**src/rtl/phys_mem_ctrl_pkg.sv**
```systemverilog
// Shared types for the CPU physical-memory responder: the FSM state encoding
// and the sizing helper for the SRAM wait counter.
package phys_mem_ctrl_pkg;

    localparam int PHYS_MEM_STATE_WIDTH = 3;

    typedef enum logic [PHYS_MEM_STATE_WIDTH-1:0] {
        ST_IDLE     = 3'd0,
        ST_RD       = 3'd1,
        ST_WR_SETUP = 3'd2,
        ST_WR_PULSE = 3'd3,
        ST_WR_HOLD  = 3'd4,
        ST_DONE     = 3'd5
    } pm_state_e;

    // Counter must reach max(READ_WAIT, WRITE_WAIT)-1 without wrapping.
    function automatic int wait_cnt_width(input int read_wait, input int write_wait);
        return $clog2((read_wait > write_wait) ? read_wait : write_wait) + 1;
    endfunction

endpackage

```
**src/rtl/phys_mem_ctrl_if.sv**
```systemverilog
// CPU-side physical-memory port: the CPU drives the request, the controller
// answers with read data and a combinational busy.
interface phys_mem_ctrl_if;

    logic [31:0] cpu_addr;
    logic [31:0] cpu_wdata;
    logic        cpu_is_write;
    logic [31:0] cpu_rdata;
    logic        cpu_busy;

    modport master (
        output cpu_addr,
        output cpu_wdata,
        output cpu_is_write,
        input  cpu_rdata,
        input  cpu_busy
    );

    modport slave (
        input  cpu_addr,
        input  cpu_wdata,
        input  cpu_is_write,
        output cpu_rdata,
        output cpu_busy
    );

endinterface

```
**src/rtl/phys_mem_ctrl.sv**
```systemverilog
// Turns CPU word accesses into timed asynchronous-SRAM read/write cycles and
// keeps a one-word read-hit register so repeated fetches of a word never stall.
module phys_mem_ctrl
    import phys_mem_ctrl_pkg::*;
#(
    parameter int ADDR_WIDTH = 20,
    parameter int READ_WAIT  = 2,
    parameter int WRITE_WAIT = 2
) (
    input  logic                  clk,
    input  logic                  rst,
    phys_mem_ctrl_if.slave        cpu,
    output logic [ADDR_WIDTH-1:0] sram_addr,
    input  logic [31:0]           sram_dq_in,
    output logic [31:0]           sram_dq_out,
    output logic                  sram_dq_oe,
    output logic                  sram_ce_n,
    output logic                  sram_oe_n,
    output logic                  sram_we_n
);

    localparam int CNT_W = wait_cnt_width(READ_WAIT, WRITE_WAIT);
    localparam logic [CNT_W-1:0] RD_LAST = CNT_W'(READ_WAIT - 1);
    localparam logic [CNT_W-1:0] WR_LAST = CNT_W'(WRITE_WAIT - 1);

    pm_state_e             state_q, state_d;
    logic [CNT_W-1:0]      cnt_q, cnt_d;
    logic                  hit_valid_q, hit_valid_d;
    logic [ADDR_WIDTH-1:0] hit_addr_q, hit_addr_d;
    logic [31:0]           hit_data_q, hit_data_d;
    logic [31:0]           rdata_q, rdata_d;
    logic [ADDR_WIDTH-1:0] sram_addr_q, sram_addr_d;
    logic [31:0]           dq_out_q, dq_out_d;
    logic                  dq_oe_q, dq_oe_d;
    logic                  ce_n_q, ce_n_d;
    logic                  oe_n_q, oe_n_d;
    logic                  we_n_q, we_n_d;

    logic [ADDR_WIDTH-1:0] word_addr;
    logic                  in_range;
    logic                  hit;
    logic                  addr_lo_unused;

    assign word_addr      = cpu.cpu_addr[ADDR_WIDTH+1:2];
    assign in_range       = (cpu.cpu_addr[31:ADDR_WIDTH+2] == '0);
    assign hit            = !cpu.cpu_is_write && hit_valid_q && (word_addr == hit_addr_q);
    assign addr_lo_unused = ^cpu.cpu_addr[1:0];

    always_comb begin
        state_d     = state_q;
        cnt_d       = cnt_q;
        hit_valid_d = hit_valid_q;
        hit_addr_d  = hit_addr_q;
        hit_data_d  = hit_data_q;
        rdata_d     = rdata_q;
        sram_addr_d = sram_addr_q;
        dq_out_d    = dq_out_q;
        dq_oe_d     = dq_oe_q;
        ce_n_d      = ce_n_q;
        oe_n_d      = oe_n_q;
        we_n_d      = we_n_q;

        unique case (state_q)
            ST_IDLE: begin
                if (!hit) begin
                    if (!in_range) begin
                        // Out-of-range: reads return zero, writes vanish, no SRAM strobe.
                        if (!cpu.cpu_is_write) begin
                            rdata_d = '0;
                        end
                        state_d = ST_DONE;
                    end else if (!cpu.cpu_is_write) begin
                        sram_addr_d = word_addr;
                        ce_n_d      = 1'b0;
                        oe_n_d      = 1'b0;
                        cnt_d       = '0;
                        state_d     = ST_RD;
                    end else begin
                        sram_addr_d = word_addr;
                        dq_out_d    = cpu.cpu_wdata;
                        dq_oe_d     = 1'b1;
                        ce_n_d      = 1'b0;
                        state_d     = ST_WR_SETUP;
                    end
                end
            end
            ST_RD: begin
                cnt_d = cnt_q + CNT_W'(1);
                if (cnt_q == RD_LAST) begin
                    rdata_d     = sram_dq_in;
                    hit_data_d  = sram_dq_in;
                    hit_addr_d  = sram_addr_q;
                    hit_valid_d = 1'b1;
                    ce_n_d      = 1'b1;
                    oe_n_d      = 1'b1;
                    state_d     = ST_DONE;
                end
            end
            ST_WR_SETUP: begin
                we_n_d  = 1'b0;
                cnt_d   = '0;
                state_d = ST_WR_PULSE;
            end
            ST_WR_PULSE: begin
                cnt_d = cnt_q + CNT_W'(1);
                if (cnt_q == WR_LAST) begin
                    we_n_d  = 1'b1;
                    state_d = ST_WR_HOLD;
                end
            end
            ST_WR_HOLD: begin
                ce_n_d  = 1'b1;
                dq_oe_d = 1'b0;
                state_d = ST_DONE;
                // Keep the hit word coherent with what was just written.
                if (sram_addr_q == hit_addr_q) begin
                    rdata_d    = dq_out_q;
                    hit_data_d = dq_out_q;
                end
            end
            ST_DONE: begin
                state_d = ST_IDLE;
            end
            default: begin
                state_d = ST_IDLE;
            end
        endcase
    end

    always_ff @(posedge clk) begin
        if (!rst) begin
            state_q     <= ST_IDLE;
            cnt_q       <= '0;
            hit_valid_q <= 1'b0;
            hit_addr_q  <= '0;
            hit_data_q  <= '0;
            rdata_q     <= '0;
            sram_addr_q <= '0;
            dq_out_q    <= '0;
            dq_oe_q     <= 1'b0;
            ce_n_q      <= 1'b1;
            oe_n_q      <= 1'b1;
            we_n_q      <= 1'b1;
        end else begin
            state_q     <= state_d;
            cnt_q       <= cnt_d;
            hit_valid_q <= hit_valid_d;
            hit_addr_q  <= hit_addr_d;
            hit_data_q  <= hit_data_d;
            rdata_q     <= rdata_d;
            sram_addr_q <= sram_addr_d;
            dq_out_q    <= dq_out_d;
            dq_oe_q     <= dq_oe_d;
            ce_n_q      <= ce_n_d;
            oe_n_q      <= oe_n_d;
            we_n_q      <= we_n_d;
        end
    end

    // Busy is held low while reset is asserted so the CPU never waits on a dead controller.
    always_comb begin
        cpu.cpu_busy = 1'b1;
        case (state_q)
            ST_IDLE: cpu.cpu_busy = !hit;
            ST_DONE: cpu.cpu_busy = 1'b0;
            default: cpu.cpu_busy = 1'b1;
        endcase
        if (!rst) begin
            cpu.cpu_busy = 1'b0;
        end
    end

    // A hit is answered from the hit register even if an out-of-range read zeroed rdata_q.
    assign cpu.cpu_rdata = (state_q == ST_IDLE && hit) ? hit_data_q : rdata_q;

    assign sram_addr   = sram_addr_q;
    assign sram_dq_out = dq_out_q;
    assign sram_dq_oe  = dq_oe_q;
    assign sram_ce_n   = ce_n_q;
    assign sram_oe_n   = oe_n_q;
    assign sram_we_n   = we_n_q;

endmodule

```
**src/flat_wrapper.sv**
```systemverilog
// flat-port wrapper written by rule: the top's interface ports become plain ports
module phys_mem_ctrl_flat import phys_mem_ctrl_pkg::*;
#(
    parameter int ADDR_WIDTH = 20,
    parameter int READ_WAIT  = 2,
    parameter int WRITE_WAIT = 2
)
  (clk, rst, sram_addr, sram_dq_in, sram_dq_out, sram_dq_oe, sram_ce_n, sram_oe_n, sram_we_n, cpu_cpu_addr, cpu_cpu_wdata, cpu_cpu_is_write, cpu_cpu_rdata, cpu_cpu_busy);
  phys_mem_ctrl_if cpu_i ();
  input  logic clk;
  input  logic rst;
  output logic [ADDR_WIDTH-1:0] sram_addr;
  input  logic [31:0] sram_dq_in;
  output logic [31:0] sram_dq_out;
  output logic sram_dq_oe;
  output logic sram_ce_n;
  output logic sram_oe_n;
  output logic sram_we_n;
  input wire logic [$bits(cpu_i.cpu_addr)-1:0] cpu_cpu_addr;
  input wire logic [$bits(cpu_i.cpu_wdata)-1:0] cpu_cpu_wdata;
  input wire logic [$bits(cpu_i.cpu_is_write)-1:0] cpu_cpu_is_write;
  output wire logic [$bits(cpu_i.cpu_rdata)-1:0] cpu_cpu_rdata;
  output wire logic [$bits(cpu_i.cpu_busy)-1:0] cpu_cpu_busy;
  assign cpu_i.cpu_addr = cpu_cpu_addr;
  assign cpu_i.cpu_wdata = cpu_cpu_wdata;
  assign cpu_i.cpu_is_write = cpu_cpu_is_write;
  assign cpu_cpu_rdata = cpu_i.cpu_rdata;
  assign cpu_cpu_busy = cpu_i.cpu_busy;
  phys_mem_ctrl #(.ADDR_WIDTH(ADDR_WIDTH), .READ_WAIT(READ_WAIT), .WRITE_WAIT(WRITE_WAIT)) u_core (.clk(clk), .rst(rst), .cpu(cpu_i), .sram_addr(sram_addr), .sram_dq_in(sram_dq_in), .sram_dq_out(sram_dq_out), .sram_dq_oe(sram_dq_oe), .sram_ce_n(sram_ce_n), .sram_oe_n(sram_oe_n), .sram_we_n(sram_we_n));
endmodule
```
**config.mk**
```make
export PLATFORM = sky130hd
export DESIGN_NAME = phys_mem_ctrl_flat
export DESIGN_NICKNAME = d
export VERILOG_FILES = /design/src/rtl/phys_mem_ctrl_pkg.sv /design/src/rtl/phys_mem_ctrl_if.sv /design/src/rtl/phys_mem_ctrl.sv /design/src/flat_wrapper.sv
export SDC_FILE = /design/constraint.sdc
export NUM_CORES = 1
export LEC_CHECK = 0
export CORE_AREA = 2 2 123 125
export CTS_CLUSTER_SIZE = 30
export DETAILED_ROUTE_END_ITERATION = 12
export DIE_AREA = 0 0 125 127
export PLACE_DENSITY = 0.88
export RECOVER_POWER = 100
export SLEW_MARGIN = 20
export SYNTH_ARGS = -nofsm -noshare
export SYNTH_HDL_FRONTEND = slang
export SYNTH_SLANG_ARGS = --single-unit
```
**constraint.sdc**
```tcl
create_clock -name clk -period 4 [get_ports clk]
set_input_delay 1.2 -clock clk [delete_from_list [all_inputs] [get_ports clk]]
set_output_delay 1.2 -clock clk [all_outputs]
set_load 0.01 [all_outputs]
```
After elaboration in Yosys (flattened, before gate mapping)
Index checks and enable logic that the tools add are counted.

Muxes and demuxes: 33. Divide/modulo/power cells: 0. Multipliers: 0. $add $sub $neg: 1. Eq/ne operators: 16. Shifts and indexed selects: 0. Reductions and logical operators: 25. Bitwise logic cells: 1. $lt $le $gt $ge: 0.

Operators with widths (number): 32-bit 2-to-1 mux (6); 32-bit case mux with 3 select lines (1); 32-bit case mux with 2 select lines (1); 20-bit == test (2); 4-bit AND reduction (4); 3-bit case mux with 5 select lines (1); 3-bit 2-to-1 mux (4); 10-bit logical NOT (1); 1-bit 2-to-1 mux (10); 3-bit AND reduction (3); 2-bit 2-to-1 mux (4); 2-bit by 1-bit != test with 1-bit output (second input constant) (4); 2-bit != test (second input constant) (4); 1-bit case mux with 2 select lines (4); 2-bit nonzero test (4); 3-bit by 2-bit == test with 1-bit output (second input constant) (2); 3-bit == test (second input constant) (2); 2-bit case mux with 3 select lines (1); 6-bit AND reduction (1); 3-bit nonzero test (2); 5-bit AND reduction (1); 2-bit AND reduction (2); 3-bit by 1-bit == test with 1-bit output (second input constant) (1); 1-bit logical AND (3); 7 further kinds (8).

Memory bits (read-only): 0. Memories kept: 0. Output and inout bits: 89. Bits in latches: 0. Register bits after elaboration: 146. Bits in writable memories: 0.

Logic depth before layout (Yosys ltp)
Gate-level depths: netlist of run 1.

Depth in word-level cells: 6. Mapped depth: 9. Mapped depth without buffers: 7.

Least setup slack after synthesis of run 1
OpenSTA, ideal clock, no wires.

Path type: in2out. Start point: input port cpu_cpu_addr[21]. End point: output port cpu_cpu_rdata[22]. Slack: 111 ps. Stages: 6. Path buffers: 1. Arrival: 2689 ps. Cell sequence: xnor2_1 > nand4_1 > nor4_2 > nand3_1 > clkbuf_1 > mux2_2.

Cells in the longest elaborated chain, start to end: 4.

RTL lines: start, declared (RTL line flat_wrapper.sv:19) `input wire logic [$bits(cpu_i.cpu_addr)-1:0] cpu_cpu_addr;`; 20-bit == test (RTL line phys_mem_ctrl.sv:46) `assign hit = !cpu.cpu_is_write && hit_valid_q && (word_addr == hit_addr_q);`; 1-bit logical AND (RTL line phys_mem_ctrl.sv:46); 1-bit logical AND (RTL line phys_mem_ctrl.sv:174) `assign cpu.cpu_rdata = (state_q == ST_IDLE && hit) ? hit_data_q : rdata_q;`; 32-bit 2-to-1 mux (RTL line phys_mem_ctrl.sv:174); end, declared (RTL line flat_wrapper.sv:22) `output wire logic [$bits(cpu_i.cpu_rdata)-1:0] cpu_cpu_rdata;`.

Every way passes these cells.

Worst setup path after layout of run 1
Start point: input port cpu_cpu_addr[3]. End point: output port cpu_cpu_rdata[2].

Same word-level chain as after synthesis.

==> results of run 1 <==
[registers in the layout (all words and copies together) (netlist names)]
signal              cells
u_core.sram_dq_oe       1
u_core.state_q          3
u_core.sram_we_n        1
u_core.rdata_q         32
u_core.hit_data_q      32
u_core.sram_dq_out     32
u_core.hit_addr_q      20
u_core.sram_oe_n        1
u_core.sram_ce_n        1
u_core.cnt_q            2
u_core.hit_valid_q      1
u_core.sram_addr       20
[worst register-to-register path, stage by stage (launching register included)]
cell      delay (ns)
dfxtp_1         0.47
xnor2_1         0.16
nand4_1         0.11
nor3_1          0.45
a21o_1          0.90
clkbuf_2        0.73
nand3_1         0.22
o211a_1         0.18
[layout make-up]
| class | count | area, um^2 | area share, % |
|---|---|---|---|
| antenna | 1 | 2.50 | 0.0253 |
| tap | 184 | 230 | 2.33 |
| clock buffer | 24 | 492 | 4.97 |
| sequential | 146 | 2920 | 29.5 |
| clock inverter | 8 | 125 | 1.26 |
| multi-input combinational | 597 | 3970 | 40.1 |
| inverter | 4 | 15.0 | 0.152 |
| timing repair buffer | 213 | 2140 | 21.6 |
[power breakdown]
| group | switching (mW) | internal [mW] | total, mW |
|---|---|---|---|
| combinational | 0.205 | 0.229 | 0.434 |
| sequential | 0.0301 | 1.51 | 1.54 |
| clock | 0.608 | 1.05 | 1.66 |
[repair_timing]
action,4_1_cts,5_1_grt
endpoints found under the setup margin,33,33
setup buffers,5,1
gates resized for setup,258,18
pin swaps,27,5
gates cloned,4,0
[worst max-delay path by stage]
| stage | endpoint | slack, ns |
|---|---|---|
| 3_5_place_dp | cpu_cpu_rdata[1] | -0.80 |
| 2_1_floorplan | cpu_cpu_rdata[22] | 0.11 |
| 4_1_cts | cpu_cpu_rdata[31] | -0.10 |
| 6_report | cpu_cpu_rdata[2] | -0.15 |
| 5_1_grt | cpu_cpu_rdata[2] | -0.25 |
| 3_3_place_gp | cpu_cpu_rdata[1] | -0.75 |
[cells in the mapped netlist]
| cell | instances | area [um^2] |
|---|---|---|
| nand2_1 | 242 | 908 |
| dfxtp_1 | 146 | 2920 |
| a21boi_0 | 52 | 390 |
| mux2i_1 | 52 | 521 |
| clkbuf_1 | 40 | 150 |
| xnor2_1 | 40 | 350 |
| nand3_1 | 37 | 185 |
| a22o_1 | 32 | 280 |
| mux2_2 | 32 | 360 |
| o211a_1 | 32 | 320 |
| nor2b_1 | 21 | 131 |
| nor2_1 | 11 | 41.3 |
| nand4_1 | 10 | 62.6 |
| buf_1 | 7 | 26.3 |
| o21ai_0 | 6 | 30.0 |
| buf_6 | 5 | 56.3 |
| a31oi_1 | 4 | 25.0 |
| buf_2 | 4 | 20.0 |
| inv_1 | 4 | 15.0 |
| a21oi_1 | 3 | 15.0 |
| buf_4 | 3 | 22.5 |
| nor3_1 | 3 | 15.0 |
| a21o_1 | 2 | 15.0 |
| and3_1 | 2 | 12.5 |
| o21a_1 | 2 | 15.0 |
| a2111oi_0 | 1 | 8.76 |
| a21bo_2 | 1 | 10.0 |
| a21oi_2 | 1 | 8.76 |
| a31o_2 | 1 | 8.76 |
| a41o_1 | 1 | 10.0 |
| ha_1 | 1 | 12.5 |
| nand2_2 | 1 | 6.26 |
| nor2_4 | 1 | 11.3 |
| nor4_2 | 1 | 12.5 |
| nor4_4 | 1 | 21.3 |
| o211ai_1 | 1 | 7.51 |
| or2_2 | 1 | 6.26 |
| or4_1 | 1 | 7.51 |
| or4_4 | 1 | 11.3 |
[cell families (layout without fill, tap and decap cells)]
family / after synthesis / after routing / synth area share [%]
and+or+nand+nor: 333 / 333 / 20.4
DFF: 146 / 146 / 41.6
AOI/OAI and AO/OA: 139 / 139 / 16.3
muxes: 84 / 84 / 12.5
buffers and inverters: 63 / 249 / 4.13
xor gates and xnor gates: 40 / 40 / 4.98
adders and majority gates: 1 / 1 / 0.178
other: 0 / 1 / 0
[routing by layer]
layer	wire length, um	up-vias	GRT usage (%)
met5	0	-	0
met4	370	0	7.78
met3	1330	31	6.78
met2	9980	203	43.7
met1	8150	3044	29.3
li1	-	3112	-
[metrics by stage]
stage | setup slack [ns] | cell area [um^2] | total power, mW | cells
CTS | -0.102 | 9930 | 3.65 | 1176
floorplan | 0.111 | 7030 | 1.80 | 806
global route | -0.250 | 9900 | 3.76 | 1176
detailed placement | -0.800 | 9060 | 1.99 | 1136
global placement | -0.751 | 9060 | 1.99 | 1136
finish | -0.149 | 9900 | 3.63 | 1177
==> flow_metrics.py, run 1 <==
metrics = {
    "status": {
        "status": "finished, violations left",
        "violations": "max-capacitance violations, max-slew violations, negative setup slack",
    },
    "clocking": {
        "clock_latency_ns": 0.42,
        "numClockSinks": 146,
        "tritoncts": "yes",
        "hold_buffers": 0,
        "numCtsBuffers": 17,
        "cts.clk_slew.worst_paths_ns": 0.06,
        "ctsLongestPathBuffers": 2,
        "cts_max_level": 4,
        "clock-root-buffer": "clkbuf_16",
    },
    "routing": {
        "vias": 6390,
        "routed_via_density": 5.43,
        "wl_per_cell_um": 16.9,
        "drt_first_pass_iters": 4,
        "ant_nets": 0,
        "drc": 0,
        "drtIter0Drc": 420,
        "routed_wl_mm": 19.8,
    },
    "worst_setup_path": {
        "endpoint_kind": "output port",
        "cpMostUsedCell": "buf_6",
        "cp-start-kind": "primary input",
        "path_max_fanout": 5,
        "reg2reg_depth": 7,
        "cp_top_family": "simple AND/OR/NAND/NOR gates",
        "critPathKind": "in2out",
        "rr_endpoint": "u_core.hit_data_q[17]$_SDFFE_PN0P_",
        "path_buf_inv": 5,
        "cp.arrival_ns": 2.95,
        "critical_path.startpoint": "cpu_cpu_addr[3]",
        "r2r-start": "u_core.hit_addr_q[14]$_SDFFE_PN0P_",
        "cpMaxStageDelayCell": "nor4_4",
        "required_ns": 2.80,
        "path_cells": "buf_6 > xnor2_1 > nand4_1 > nor4_4 > nand3_4 > buf_6 > buf_6 > buf_12 > mux2_4 > buf_6",
        "r2r_setup_slack_ns": 0.67,
        "worst-path-stages": 10,
        "slowest_delay_ns": 0.35,
    },
    "die": {
        "die_y_um": 127,
        "ioPinCount": 188,
        "core_area_mm2": 0.0144,
        "die-area_mm2": 0.0159,
        "fp.dieW_um": 125,
        "initial_core_util_pct": 48.8,
        "fp-row-count": 44,
    },
    "sta": {
        "setup_violations": 32,
        "min_period_over_period_pct": 104,
        "fin_tns_setup_ns": -1.91,
        "slew_viol_final": 119,
        "setup_ws_ns": -0.149,
        "rsz0062_at_grt": "yes",
        "fin_skew_ns": 0.00922,
        "finalHoldViolCount": 0,
        "final.min_clock_period_ns": 4.15,
        "max_slew.worst_pin.slew_ns": 2.04,
        "fmax_ghz": 0.241,
        "hold_ws_ns": 0.456,
        "max_slew_margin_pct": -36.2,
    },
    "hold_path": {
        "hold_class": "reg2reg",
        "hp-start": "u_core.rdata_q[30]$_SDFFE_PN0P_",
        "hold_depth": 2,
        "hold_end": "u_core.rdata_q[30]$_SDFFE_PN0P_",
    },
    "cells_and_area": {
        "synthToLayoutAreaGrowth_pct": 40.7,
        "drive_gt1_share_pct": 15.9,
        "layout_commonest_cell": "nand2_1",
        "layout_common_cells": "242 x nand2_1, 146 x dfxtp_1, 74 x clkdlybuf4s50_1",
        "final_util_pct": 68.6,
        "final_nets": 1079,
        "nFillCells": 1116,
    },
    "place": {
        "gp_congestion": 0.800,
        "io_buffers": 185,
        "place_hpwl_mm": 11.9,
    },
    "global_routing": {
        "grt_pass1_vias": 6379,
        "grt_usage_pct": 24.7,
        "grt_first_pass_wirelength_mm": 31.7,
        "antenna_found_initial": 0,
        "grt_max_degree": 119,
        "grt-ovfl-total": 0,
    },
    "yosys": {
        "ys_seq_area_share_pct": 41.6,
        "synth_area_per_cell_um2": 8.73,
        "syn_nets": 906,
        "ys_warn_count": 0,
        "syn_area_mm2": 0.00703,
        "synthDistinctLibCells": 39,
        "ys_ff_latch": 146,
        "synth_cells": 806,
    },
    "flow_run": {
        "cap_violations": 1,
    },
    "power": {
        "leakage_nw": 4.20,
        "power_density_mw_per_mm2": 366,
        "irDropWorstVdd_mv": 0.262,
    },
}
Note: power is estimated with default switching activity, not from simulation.
==> run 2: changes to the inputs <==
--- a/config.mk
+++ b/config.mk
@@ -9,6 +9,7 @@
 export CTS_CLUSTER_SIZE = 30
 export DETAILED_ROUTE_END_ITERATION = 12
 export DIE_AREA = 0 0 125 127
+export MAX_ROUTING_LAYER = met4
 export PLACE_DENSITY = 0.88
 export RECOVER_POWER = 100
 export SLEW_MARGIN = 20
==> run 2 against run 1 <==
Compared with the run above:
- register-to-register slack is essentially flat
- clock power is essentially flat
- final cell count unchanged
- largest cell class unchanged
- combinational power about the same
- the run still ends with max-capacitance violations, max-slew violations, negative setup slack left
- via count grew 0.38%
- global-route usage is 0.76 points higher
- worst hold slack improved by 0.0019 ns
- first-iteration DRC count fell by 9.3%
- total power is essentially flat
- largest power group unchanged
- non-clock buffer count did not move
- sequential cell count is the same
- highest routed layer unchanged
- clock-buffer cell count unchanged
==> flow_metrics.py, run 2 (synthesis results as in run 1) <==
metrics = {
    "status": {
        "status": "finished, violations left",
        "violations": "max-capacitance violations, max-slew violations, negative setup slack",
    },
    "sta": {
        "rsz0062_at_grt": "yes",
        "fin_tns_setup_ns": -2.09,
        "setup_violations": 32,
        "max_slew_margin_pct": -36.9,
        "final.min_clock_period_ns": 4.16,
        "fin_skew_ns": 0.00985,
        "finalHoldViolCount": 0,
        "fmax_ghz": 0.241,
        "max_slew.worst_pin.slew_ns": 2.05,
        "setup_ws_ns": -0.155,
        "slew_viol_final": 119,
        "min_period_over_period_pct": 104,
    },
    "routing": {
        "drt_first_pass_iters": 5,
        "drc": 0,
        "wl_per_cell_um": 16.9,
        "routed_wl_mm": 19.9,
        "routed_via_density": 5.45,
        "ant_nets": 0,
        "drtIter0Drc": 381,
        "vias": 6414,
    },
    "worst_setup_path": {
        "slowest_delay_ns": 0.35,
        "cp.arrival_ns": 2.96,
        "path_max_fanout": 5,
        "path_cells": "buf_6 > xnor2_1 > nand4_1 > nor4_4 > nand3_4 > buf_6 > buf_6 > buf_12 > mux2_4 > buf_6",
        "critPathKind": "in2out",
        "cpMostUsedCell": "buf_6",
        "required_ns": 2.80,
        "cpMaxStageDelayCell": "nor4_4",
        "endpoint_kind": "output port",
        "cp-start-kind": "primary input",
    },
    "die": {
        "initial_core_util_pct": 48.8,
        "ioPinCount": 188,
        "core_area_mm2": 0.0144,
        "fp-row-count": 44,
        "die_y_um": 127,
        "fp.dieW_um": 125,
        "die-area_mm2": 0.0159,
    },
    "flow_run": {
        "cap_violations": 1,
    },
    "clocking": {
        "tritoncts": "yes",
        "numCtsBuffers": 17,
        "clock_latency_ns": 0.43,
        "hold_buffers": 0,
        "ctsLongestPathBuffers": 2,
        "cts_max_level": 4,
        "numClockSinks": 146,
        "clock-root-buffer": "clkbuf_16",
        "cts.clk_slew.worst_paths_ns": 0.06,
    },
    "cells_and_area": {
        "nFillCells": 1116,
        "drive_gt1_share_pct": 15.9,
        "synthToLayoutAreaGrowth_pct": 40.7,
        "final_util_pct": 68.6,
        "layout_commonest_cell": "nand2_1",
        "regArea_mm2": 0.00292,
        "final_nets": 1079,
        "multi_input_area_mm2": 0.00397,
        "layout_common_cells": "242 x nand2_1, 146 x dfxtp_1, 74 x clkdlybuf4s50_1",
    },
    "global_routing": {
        "grt-ovfl-total": 0,
        "antenna_found_initial": 0,
        "grt_pass1_vias": 6382,
        "grt_max_degree": 119,
        "grt_first_pass_wirelength_mm": 31.6,
        "grt_usage_pct": 25.5,
    },
    "hold_path": {
        "hold_class": "reg2reg",
    },
    "place": {
        "io_buffers": 185,
        "gp_congestion": 0.811,
        "place_hpwl_mm": 11.9,
    },
    "power": {
        "leakage_nw": 4.20,
        "irDropWorstVdd_mv": 0.265,
        "power_density_mw_per_mm2": 367,
    },
}
==> run 2: final timing paths <==
kind	from	to	slack (ns)	cells after the start
hold reg to reg	u_core.rdata_q[30]$_SDFFE_PN0P_	u_core.rdata_q[30]$_SDFFE_PN0P_	0.46	2
setup / recovery	cpu_cpu_addr[3]	cpu_cpu_rdata[2]	-0.16	10
hold / removal	u_core.rdata_q[30]$_SDFFE_PN0P_	u_core.rdata_q[30]$_SDFFE_PN0P_	0.46	2
setup reg to reg	u_core.hit_addr_q[14]$_SDFFE_PN0P_	u_core.hit_data_q[17]$_SDFFE_PN0P_	0.66	7
==> run 2: cell type report <==
type / instances / area share, %
Multi-Input combinational cell: 597 / 40.1
Sequential cell: 146 / 29.5
Timing Repair Buffer: 213 / 21.6
Clock buffer: 24 / 4.97
Tap cell: 184 / 2.33
Clock inverter: 8 / 1.26
Inverter: 4 / 0.152
Antenna cell: 1 / 0.0253
==> run 2: critical path: cells and delay by family <==
kind / cells / cell delay (ns)
XOR/XNOR: 1 / 0.16
multiplexers: 1 / 0.30
AND/OR/NAND/NOR: 3 / 0.66
buffers and inverters: 5 / 0.63
==> run 2: routing by layer <==
metal  track usage (%)  vias up  share of wire [%]
met5                 -        -                  0
met4              7.78        0                1.9
met3              6.41       35                5.6
met2              43.9      193                 50
met1              29.4     3080                 42
li1                  -     3106                  -
==> run 2: repair_timing <==
| item | in CTS | in global routing |
|---|---|---|
| endpoints found under the setup margin | 33 | 33 |
| pin swaps | 27 | 5 |
| gates resized for setup | 258 | 18 |
| hold endpoints to repair | 0 | 0 |
| buffers inserted | 5 | 1 |
| cloned | 4 | 0 |
==> run 2: power by group <==
group / internal, mW / switching (mW)
clock network: 1.05 / 0.609
registers: 1.51 / 0.0303
logic: 0.229 / 0.205
total: 2.78 / 0.844
==> run 2: per-stage QoR <==
stage / hold slack [ns] / area, um^2 / setup slack, ns / std cells / power [mW]
6_report: 0.458 / 9900 / -0.155 / 1177 / 3.63
5_1_grt: 0.472 / 9900 / -0.250 / 1176 / 3.76
4_1_cts: 0.458 / 9930 / -0.102 / 1176 / 3.65
3_5_place_dp: 0.443 / 9060 / -0.800 / 1136 / 1.99
3_3_place_gp: 0.440 / 9060 / -0.751 / 1136 / 1.99
2_1_floorplan: 0.431 / 7030 / 0.111 / 806 / 1.80
==> run 3: changes to the inputs <==
==> constraint.sdc (replaced) <==
create_clock -name clk -period 4.55 [get_ports clk]
set_input_delay 1.365 -clock clk [delete_from_list [all_inputs] [get_ports clk]]
set_output_delay 1.365 -clock clk [all_outputs]
set_load 0.01 [all_outputs]
==> run 3 against run 2 <==
Compared with the run above:
- the flow finishes with violations (max-capacitance violations, max-slew violations)
- total power shrank 10%
- non-clock buffer count shrank 3
- worst hold slack got worse by 0.0028 ns
- die area is the same
- utilization shrank 1.9 points
- critical path type unchanged
- clock skew is 0.00076 ns lower
- final cell count shrank 0.25%
- global-route usage decreased by 0.96 points
- critical path depth is 1 lower
- critical endpoint is now cpu_cpu_rdata[8]
- sequential share of layout area grew 0.84 points
- clock power fell by 7%
- clock-buffer cell count unchanged
==> flow_metrics.py, run 3 (synthesis results as in run 1) <==
metrics = {
    "status": {
        "status": "finished, violations left",
        "violations": "max-capacitance violations, max-slew violations",
    },
    "sta": {
        "rsz0062_at_grt": "no",
        "fmax_ghz": 0.224,
        "min_period_over_period_pct": 97.9,
        "hold_ws_ns": 0.455,
        "finalHoldViolCount": 0,
        "final.min_clock_period_ns": 4.46,
        "max_slew.worst_pin.slew_ns": 2.04,
        "fin_skew_ns": 0.00908,
        "slew_viol_final": 120,
        "setup_ws_ns": 0.0948,
        "max_slew_margin_pct": -36.2,
        "setup_violations": 0,
    },
    "global_routing": {
        "grt_usage_pct": 24.5,
        "grt-ovfl-total": 0,
        "grt_pass1_vias": 6146,
        "antenna_found_initial": 1,
        "grt_first_pass_wirelength_mm": 30.5,
        "grt_max_degree": 120,
    },
    "routing": {
        "routed_wl_mm": 19.2,
        "wl_per_cell_um": 16.3,
        "drt_first_pass_iters": 4,
        "routed_via_density": 5.41,
        "drtIter0Drc": 373,
        "vias": 6356,
        "ant_nets": 0,
        "drc": 0,
    },
    "die": {
        "core_area_mm2": 0.0144,
        "fp.dieW_um": 125,
        "die_y_um": 127,
        "fp-row-count": 44,
        "initial_core_util_pct": 48.8,
        "die-area_mm2": 0.0159,
        "ioPinCount": 188,
    },
    "hold_path": {
        "hold_class": "reg2reg",
    },
    "place": {
        "dpl.cell_count": 1134,
        "place_ws_ns": -0.548,
        "gp_congestion": 0.845,
        "place_hpwl_mm": 11.8,
        "io_buffers": 185,
    },
    "power": {
        "irDropWorstVdd_mv": 0.233,
        "finalPower_mw": 3.26,
        "leakage_nw": 4.10,
        "power_density_mw_per_mm2": 339,
    },
    "clocking": {
        "tritoncts": "yes",
        "clock_latency_ns": 0.42,
        "hold_buffers": 0,
        "cts_max_level": 4,
        "ctsLongestPathBuffers": 2,
        "clock-root-buffer": "clkbuf_16",
        "numCtsBuffers": 17,
        "numClockSinks": 146,
        "cts.clk_slew.worst_paths_ns": 0.06,
    },
    "worst_setup_path": {
        "path_cells": "dlygate4sd2_1 > xnor2_2 > nand4_1 > nor2_2 > nand3_2 > clkbuf_4 > buf_6 > mux2_4 > buf_6",
        "cpMaxStageDelayCell": "mux2_4",
        "required_ns": 3.18,
        "endpoint_kind": "output port",
        "slowest_delay_ns": 0.31,
        "r2r_setup_slack_ns": 0.65,
        "cp-start-kind": "primary input",
        "path_max_fanout": 8,
        "cp.arrival_ns": 3.09,
        "critPathKind": "in2out",
        "cpMostUsedCell": "buf_6",
    },
    "flow_run": {
        "cap_violations": 1,
    },
    "cells_and_area": {
        "layout_common_cells": "242 x nand2_1, 146 x dfxtp_1, 74 x clkdlybuf4s50_1",
        "final_nets": 1076,
        "drive_gt1_share_pct": 14.6,
        "final_util_pct": 66.7,
        "layout_commonest_cell": "nand2_1",
        "synthToLayoutAreaGrowth_pct": 36.8,
        "final_cells": 1174,
    },
}
## run 3: cell count changes in the layout (fill, tap and decap cells not counted), moves of 3 or more
cell,delta
buf_16,-3
buf_2,+4
buf_6,-34
clkbuf_1,+3
clkbuf_2,+16
clkbuf_4,+4
clkbuf_8,+3
dlygate4sd2_1,+5
mux2_2,+3
mux2_4,-3
## run 3: metal layers
layer / share of wire (%) / track usage, % / vias to the layer above
met4: 2.7 / 9.08 / 0
met1: 43 / 28.9 / 3030
li1: - / - / 3106
met3: 5.3 / 5.36 / 36
met2: 49 / 41.4 / 184
met5: 0 / - / -
## run 3: final cells by class
| cell class | count | area (um^2) |
|---|---|---|
| repair buffers | 210 | 1870 |
| clock buffers | 24 | 522 |
| fillers | 1154 | 4800 |
| flip-flops and latches | 146 | 2920 |
| inverters | 4 | 15.0 |
| clock inverters | 8 | 145 |
| well taps | 184 | 230 |
| diodes | 1 | 2.50 |
| multi-input cells | 597 | 3920 |
## run 3: worst paths after layout
check,depth (start not counted),from,end
worst min-delay path,2,u_core.rdata_q[2]$_SDFFE_PN0P_,u_core.rdata_q[2]$_SDFFE_PN0P_
worst max-delay path,9,cpu_cpu_addr[18],cpu_cpu_rdata[8]
worst max register to register,7,u_core.state_q[0]$_SDFFE_PN0P_,u_core.hit_data_q[24]$_SDFFE_PN0P_
worst min register to register,2,u_core.rdata_q[2]$_SDFFE_PN0P_,u_core.rdata_q[2]$_SDFFE_PN0P_
## run 3: what timing repair did
action | CTS | global route
setup endpoints to repair | 33 | 33
gates cloned | 3 | 0
resized for setup | 183 | 21
setup buffers | 4 | 0
pin swaps | 14 | 16
## run 3: report_power, final
part,internal (mW),switching [mW],leakage [nW]
Clock,1.02,0.534,0.324
Sequential,1.32,0.0250,1.18
Combinational,0.185,0.177,2.60
Total,2.53,0.735,4.10
## run 3: metrics by stage
step / area [um^2] / setup TNS, ns
after global placement: 9020 / -16.70
after floorplan: 7030 / 0
final: 9630 / 0
after global routing: 9630 / 0
after detailed placement: 9020 / -17.32
after CTS: 9750 / 0
## run 3: critical path, delay by kind of cell
family                 cells  cell delay, ns
buffers and inverters      4            0.76
multiplexers               1            0.31
XOR/XNOR                   1            0.20
AND/OR/NAND/NOR            3            0.45
